`src/rtl/branch_history_table_if.sv`:
```
// Fetch-side lookup and EX-side resolution signals of the branch history table.
// The master drives the PCs and resolution info; the slave (the table) returns prediction and recovery.
interface branch_history_table_if;
    logic [31:0] pc;
    logic [31:0] pc_predict;
    logic        pred_taken;
    logic        upd_valid;
    logic [31:0] upd_pc;
    logic        upd_taken;
    logic [31:0] upd_target;
    logic        upd_pred_taken;
    logic [31:0] upd_pred_target;
    logic        predict_fail;
    logic [31:0] pc_new;

    modport master (
        output pc, upd_valid, upd_pc, upd_taken, upd_target, upd_pred_taken, upd_pred_target,
        input  pc_predict, pred_taken, predict_fail, pc_new
    );

    modport slave (
        input  pc, upd_valid, upd_pc, upd_taken, upd_target, upd_pred_taken, upd_pred_target,
        output pc_predict, pred_taken, predict_fail, pc_new
    );
endinterface

```
`src/rtl/branch_history_table.sv`:
```
// Direct-mapped branch history table with 2-bit saturating counters over a 4 KB
// instruction space; 0-cycle lookup, registered update, combinational recovery.
module branch_history_table #(
    parameter int IDX_W = 4
) (
    input  logic                  clk,
    input  logic                  rst,
    branch_history_table_if.slave bus
);
    localparam int ENTRIES = 2 ** IDX_W;
    localparam int TAG_W   = 10 - IDX_W;

    typedef struct packed {
        logic             valid;
        logic [TAG_W-1:0] tag;
        logic [9:0]       target;
        logic [1:0]       ctr;
    } entry_t;

    entry_t tbl [ENTRIES];

    logic [IDX_W-1:0] idx, upd_idx;
    logic [TAG_W-1:0] tag, upd_tag;
    logic             hit, upd_hit;
    entry_t           rd, upd_rd;

    assign idx     = bus.pc[IDX_W+1:2];
    assign tag     = bus.pc[11:IDX_W+2];
    assign upd_idx = bus.upd_pc[IDX_W+1:2];
    assign upd_tag = bus.upd_pc[11:IDX_W+2];
    assign rd      = tbl[idx];
    assign upd_rd  = tbl[upd_idx];
    assign hit     = rd.valid && (rd.tag == tag);
    assign upd_hit = upd_rd.valid && (upd_rd.tag == upd_tag);

    // Lookup reads the array directly, so a same-cycle update is not visible until the next cycle.
    assign bus.pred_taken = hit && rd.ctr[1];
    assign bus.pc_predict = bus.pred_taken ? {20'b0, rd.target, 2'b00}
                                           : {20'b0, bus.pc[11:2] + 10'd1, 2'b00};

    assign bus.predict_fail = bus.upd_valid &&
        ((bus.upd_taken != bus.upd_pred_taken) ||
         (bus.upd_taken && (bus.upd_target[11:2] != bus.upd_pred_target[11:2])));
    assign bus.pc_new = bus.upd_taken ? {20'b0, bus.upd_target[11:2], 2'b00}
                                      : {20'b0, bus.upd_pc[11:2] + 10'd1, 2'b00};

    // Only pc[11:2] is meaningful in a 4 KB word-aligned space.
    logic unused_bits;
    assign unused_bits = ^{bus.pc[31:12], bus.pc[1:0], bus.upd_pc[31:12], bus.upd_pc[1:0],
                           bus.upd_target[31:12], bus.upd_target[1:0],
                           bus.upd_pred_target[31:12], bus.upd_pred_target[1:0]};

    always_ff @(posedge clk) begin
        if (rst) begin
            for (int i = 0; i < ENTRIES; i++) begin
                tbl[i].valid <= 1'b0;
                tbl[i].ctr   <= 2'b00;
            end
        end else if (bus.upd_valid) begin
            if (upd_hit) begin
                if (bus.upd_taken) begin
                    if (upd_rd.ctr != 2'b11) tbl[upd_idx].ctr <= upd_rd.ctr + 2'd1;
                    tbl[upd_idx].target <= bus.upd_target[11:2];
                end else if (upd_rd.ctr != 2'b00) begin
                    tbl[upd_idx].ctr <= upd_rd.ctr - 2'd1;
                end
            end else if (bus.upd_taken) begin
                // Taken miss replaces whatever aliased into this slot, starting weakly taken.
                tbl[upd_idx] <= '{valid: 1'b1, tag: upd_tag, target: bus.upd_target[11:2], ctr: 2'b10};
            end
        end
    end
endmodule

```
`src/flat_wrapper.sv`:
```
// flat-port wrapper written by rule: the top's interface ports become plain ports
module branch_history_table_flat 
#(
    parameter int IDX_W = 4
)
  (clk, rst, bus_pc, bus_upd_valid, bus_upd_pc, bus_upd_taken, bus_upd_target, bus_upd_pred_taken, bus_upd_pred_target, bus_pc_predict, bus_pred_taken, bus_predict_fail, bus_pc_new);
  branch_history_table_if bus_i ();
  input  logic clk;
  input  logic rst;
  input wire logic [$bits(bus_i.pc)-1:0] bus_pc;
  input wire logic [$bits(bus_i.upd_valid)-1:0] bus_upd_valid;
  input wire logic [$bits(bus_i.upd_pc)-1:0] bus_upd_pc;
  input wire logic [$bits(bus_i.upd_taken)-1:0] bus_upd_taken;
  input wire logic [$bits(bus_i.upd_target)-1:0] bus_upd_target;
  input wire logic [$bits(bus_i.upd_pred_taken)-1:0] bus_upd_pred_taken;
  input wire logic [$bits(bus_i.upd_pred_target)-1:0] bus_upd_pred_target;
  output wire logic [$bits(bus_i.pc_predict)-1:0] bus_pc_predict;
  output wire logic [$bits(bus_i.pred_taken)-1:0] bus_pred_taken;
  output wire logic [$bits(bus_i.predict_fail)-1:0] bus_predict_fail;
  output wire logic [$bits(bus_i.pc_new)-1:0] bus_pc_new;
  assign bus_i.pc = bus_pc;
  assign bus_i.upd_valid = bus_upd_valid;
  assign bus_i.upd_pc = bus_upd_pc;
  assign bus_i.upd_taken = bus_upd_taken;
  assign bus_i.upd_target = bus_upd_target;
  assign bus_i.upd_pred_taken = bus_upd_pred_taken;
  assign bus_i.upd_pred_target = bus_upd_pred_target;
  assign bus_pc_predict = bus_i.pc_predict;
  assign bus_pred_taken = bus_i.pred_taken;
  assign bus_predict_fail = bus_i.predict_fail;
  assign bus_pc_new = bus_i.pc_new;
  branch_history_table #(.IDX_W(IDX_W)) u_core (.clk(clk), .rst(rst), .bus(bus_i));
endmodule
```
`config.mk`:
```
export PLATFORM = sky130hd
export DESIGN_NAME = branch_history_table_flat
export DESIGN_NICKNAME = d
export VERILOG_FILES = /design/src/rtl/branch_history_table_if.sv /design/src/rtl/branch_history_table.sv /design/src/flat_wrapper.sv
export SDC_FILE = /design/constraint.sdc
export NUM_CORES = 1
export LEC_CHECK = 0
export ABC_CLOCK_PERIOD_IN_PS = 4170
export CORE_MARGIN = 2
export CORE_UTILIZATION = 50
export DETAILED_ROUTE_END_ITERATION = 7
export PLACE_DENSITY = 0.81
export RECOVER_POWER = 50
export SYNTH_ARGS = -nofsm -noshare
export SYNTH_HDL_FRONTEND = slang
export SYNTH_SLANG_ARGS = --single-unit
```
`constraint.sdc`:
```
create_clock -name clk -period 4.17 [get_ports clk]
set_input_delay 0.6255 -clock clk [delete_from_list [all_inputs] [get_ports clk]]
set_output_delay 0.6255 -clock clk [all_outputs]
set_load 0.005 [all_outputs]
```
==> impl_metrics.csv <==
group,metric,value,unit
pwr,peakVddDrop,0.000292,V
timing,tightest_slew,0.888,ns
detailed_routing,first_pass_iters,6,
timing,setup_viol,0,
pwr,power_density,412,nW/um^2
synth,yosysWarnings,0,
timing,hold_viol_final,0,
synth,synth-seq-cells,304,
timing,clock_skew,0.0217,ns
timing,rsz0062_at_grt,"true",
setup_path,cp_slowest_cell,"mux4_2",
clock_network,clkTransAtPathRegs,0.06,ns
timing,post-route-period-util,0.996,
layout,antenna_cells,0,
layout,final_nets,1118,
place,place.gp.congestion,0.902,
clock_network,ctsRootBufferMaster,"clkbuf_16",
clock_network,clock_latency,0.56,ns
floorplanning,std_cell_rows,62,
setup_path,start_kind,"flop",
synth,synthCells,869,
detailed_routing,vias,8580,
detailed_routing,routed_via_density,6.18,
floorplanning,initial_core_util,0.504,
detailed_routing,drc,0,
setup_path,crit_top_cell,"mux4_2",
layout,nFillCells,2014,
global_route,grt_pass1_vias,8678,
synth,synth_edf_count,288,
layout,largest_registers,"u_core.tbl (304)",
setup_path,cp-startpoint,"u_core.tbl[14][13]$_DFFE_PP_",
timing,maxSlewHeadroom,0.408,
place,dp_hpwl,23100,microns
floorplanning,design.die.area,30100,sq um
synth,yosysSeqAreaShare,0.625,
setup_path,worstPathMaxFanout,3,
setup_path,cp.required,3.54,ns
pwr,leakage,5.44,nW
layout,drive_gt1_frac,0.239,
setup_path,arrival,3.53,ns
floorplanning,die_w,173,microns
global_route,grt_first_pass_wirelength,53400,microns
global_route,grt_antenna_before_repair,0,
timing,fin_crit,4.15,ns
setup_path,cp_top_family,"multiplexers",
synth,synth_area,14400,sq um
setup_path,end_kind,"primary output",
detailed_routing,detail_route.iter0.violations,1041,
clock_network,cts-buffers-inserted,30,
timing,max_freq,241,MHz
floorplanning,die_h,173,microns
clock_network,cts_tree,"done",
detailed_routing,wire_per_inst,25.8,microns
place,io_buffer_count,66,
timing,drv_slew,0,
clock_network,hold_buffers,0,
timing,tns,0,ns
run,max_cap_violations,0,
synth,synthFlopType,"edfxtp_1",
synth,syn_area_per_cell,16.5,sq um
setup_path,path_buf_inv,1,
synth,synth_top_area_cell,"edfxtp_1",
min_path,hp-start,"u_core.tbl[13][18]$_SDFFE_PP1P_",
synth,synth.most_common_cell,"edfxtp_1",
global_route,grt.overflow.total,0,
setup_path,critical_path_class,"flop to primary output",
clock_network,cts_buffer_depth,3,
synth,synth_common_cells,"edfxtp_1 (288), mux4_2 (108), nor2_1 (70)",
layout,top_register,"u_core.tbl",
global_route,grt_usage,0.240,
pwr,total_power,6.86,mW
setup_path,cpPeakStageDelay,0.53,ns
clock_network,cts_sinks,304,
outcome,outcome,"finished clean",
layout,layout-area-overhead-vs-synth,16.0,%
layout,largest_reg_flops,304,
min_path,min-delay-path-class,"flop to flop",
global_route,grt_max_degree,44,
detailed_routing,routed_wl,35800,microns
synth,async_flop_share,0,
clock_network,htreeDepth,1,
synth,ys_top_cells_by_area,"edfxtp_1 (60%), mux4_2 (17%), buf_4 (2.5%)",
synth,yosysTopAreaCellShare,0.602,
setup_path,worstPathCellList,"mux4_2 -> mux4_2 -> xnor2_1 -> nand2_1 -> or4_4 -> mux2_2 -> clkdlybuf4s50_1",
floorplanning,ios,199,
detailed_routing,antenna_left,0,
synth,post_synth_num_cell_types,56,
setup_path,r2r-start,"u_core.tbl[10][12]$_DFFE_PP_",
floorplanning,core,28500,sq um
## stage by stage
stage	util	area, sq um	hold slack [ns]	setup slack [ns]	instances
3_5_place_dp	0.547	15600	0.471	-0.187	1328
4_1_cts	0.584	16600	0.481	-0.0193	1385
2_1_floorplan	-	14500	0.450	0.474	912
6_report	0.585	16600	0.480	0.0183	1388
3_3_place_gp	0.547	15600	0.465	-0.160	1328
5_1_grt	0.585	16600	0.510	-0.0580	1388
## final timing paths
kind,end,slack (ns),depth (start not counted)
max,bus_pc_predict[3],0.02,7
max reg2reg,u_core.tbl[12][0]$_SDFFCE_PN0P_,0.79,8
min reg2reg,u_core.tbl[13][18]$_SDFFE_PP1P_,0.48,2
min,u_core.tbl[13][18]$_SDFFE_PP1P_,0.48,2
## worst reg2reg max path, stage by stage, from the launching register on
cell	delay, ns
edfxtp_1	0.42
mux4_2	0.50
mux2i_1	0.21
xnor2_1	0.09
a211o_1	0.29
a211oi_2	0.42
nand3_2	0.18
o311ai_4	0.74
o21bai_1	0.25
## power by group
group / switching [mW] / internal [mW]
logic: 0.332 / 0.274
clock network: 1.15 / 1.73
registers: 0.0122 / 3.37
## cells in the final DEF, fill, tap and decap left out, types with 6 or more instances in the layout
master	synthesis	layout
o21ai_0	18	18
buf_4	47	47
mux2i_1	17	17
nor2_1	70	62
buf_12	1	6
clkinv_1	0	9
edfxtp_1	288	288
nand3_1	24	24
o22ai_1	16	16
bufinv_16	0	6
conb_1	1	44
xnor2_1	23	23
nor3_1	17	17
mux4_2	108	109
o211ai_1	6	6
o21bai_1	16	16
nor2_2	0	8
inv_1	23	23
dlygate4sd3_1	0	17
xor2_1	16	16
clkdlybuf4s50_1	0	36
nand2_1	35	35
dfxtp_1	16	16
clkbuf_1	27	21
a21oi_2	9	9
dlymetal6s2s_1	0	7
clkbuf_16	0	32
## area by class of cell
class	instances	area, sq um	area share
Tap cell	384	480	0.0289
Clock inverter	23	279	0.0168
Inverter	23	86.3	0.00519
Timing Repair Buffer	137	1220	0.0731
Multi-Input combinational cell	484	4830	0.290
Clock buffer	33	783	0.0470
Sequential cell	304	8970	0.539
## routing by layer
layer	part of all wire	wire, microns	global-route usage
met5	0	0	0
met4	0.039	1380	0.0996
met3	0.10	3690	0.0647
met2	0.49	17400	0.393
met1	0.37	13300	0.305
## what timing repair did
action                     4_1_cts  5_1_grt
setup endpoints to repair       11        9
cloned                           0        1
setup buffers                    1        2
resized for setup                6       17
hold endpoints to repair         0        0
## kinds of logic after synthesis
family,count (synthesis),share of synthesized area
flip-flops,304,0.625
adder cells (fa/ha/maj),5,0.00436
buffers and inverters,124,0.0509
multiplexers,134,0.195
AND/OR/NAND/NOR,172,0.0541
XOR/XNOR,40,0.0249
AO/OA/AOI/OAI,89,0.0460
other,1,0.000261
Power figures use the tool's default switching activity.
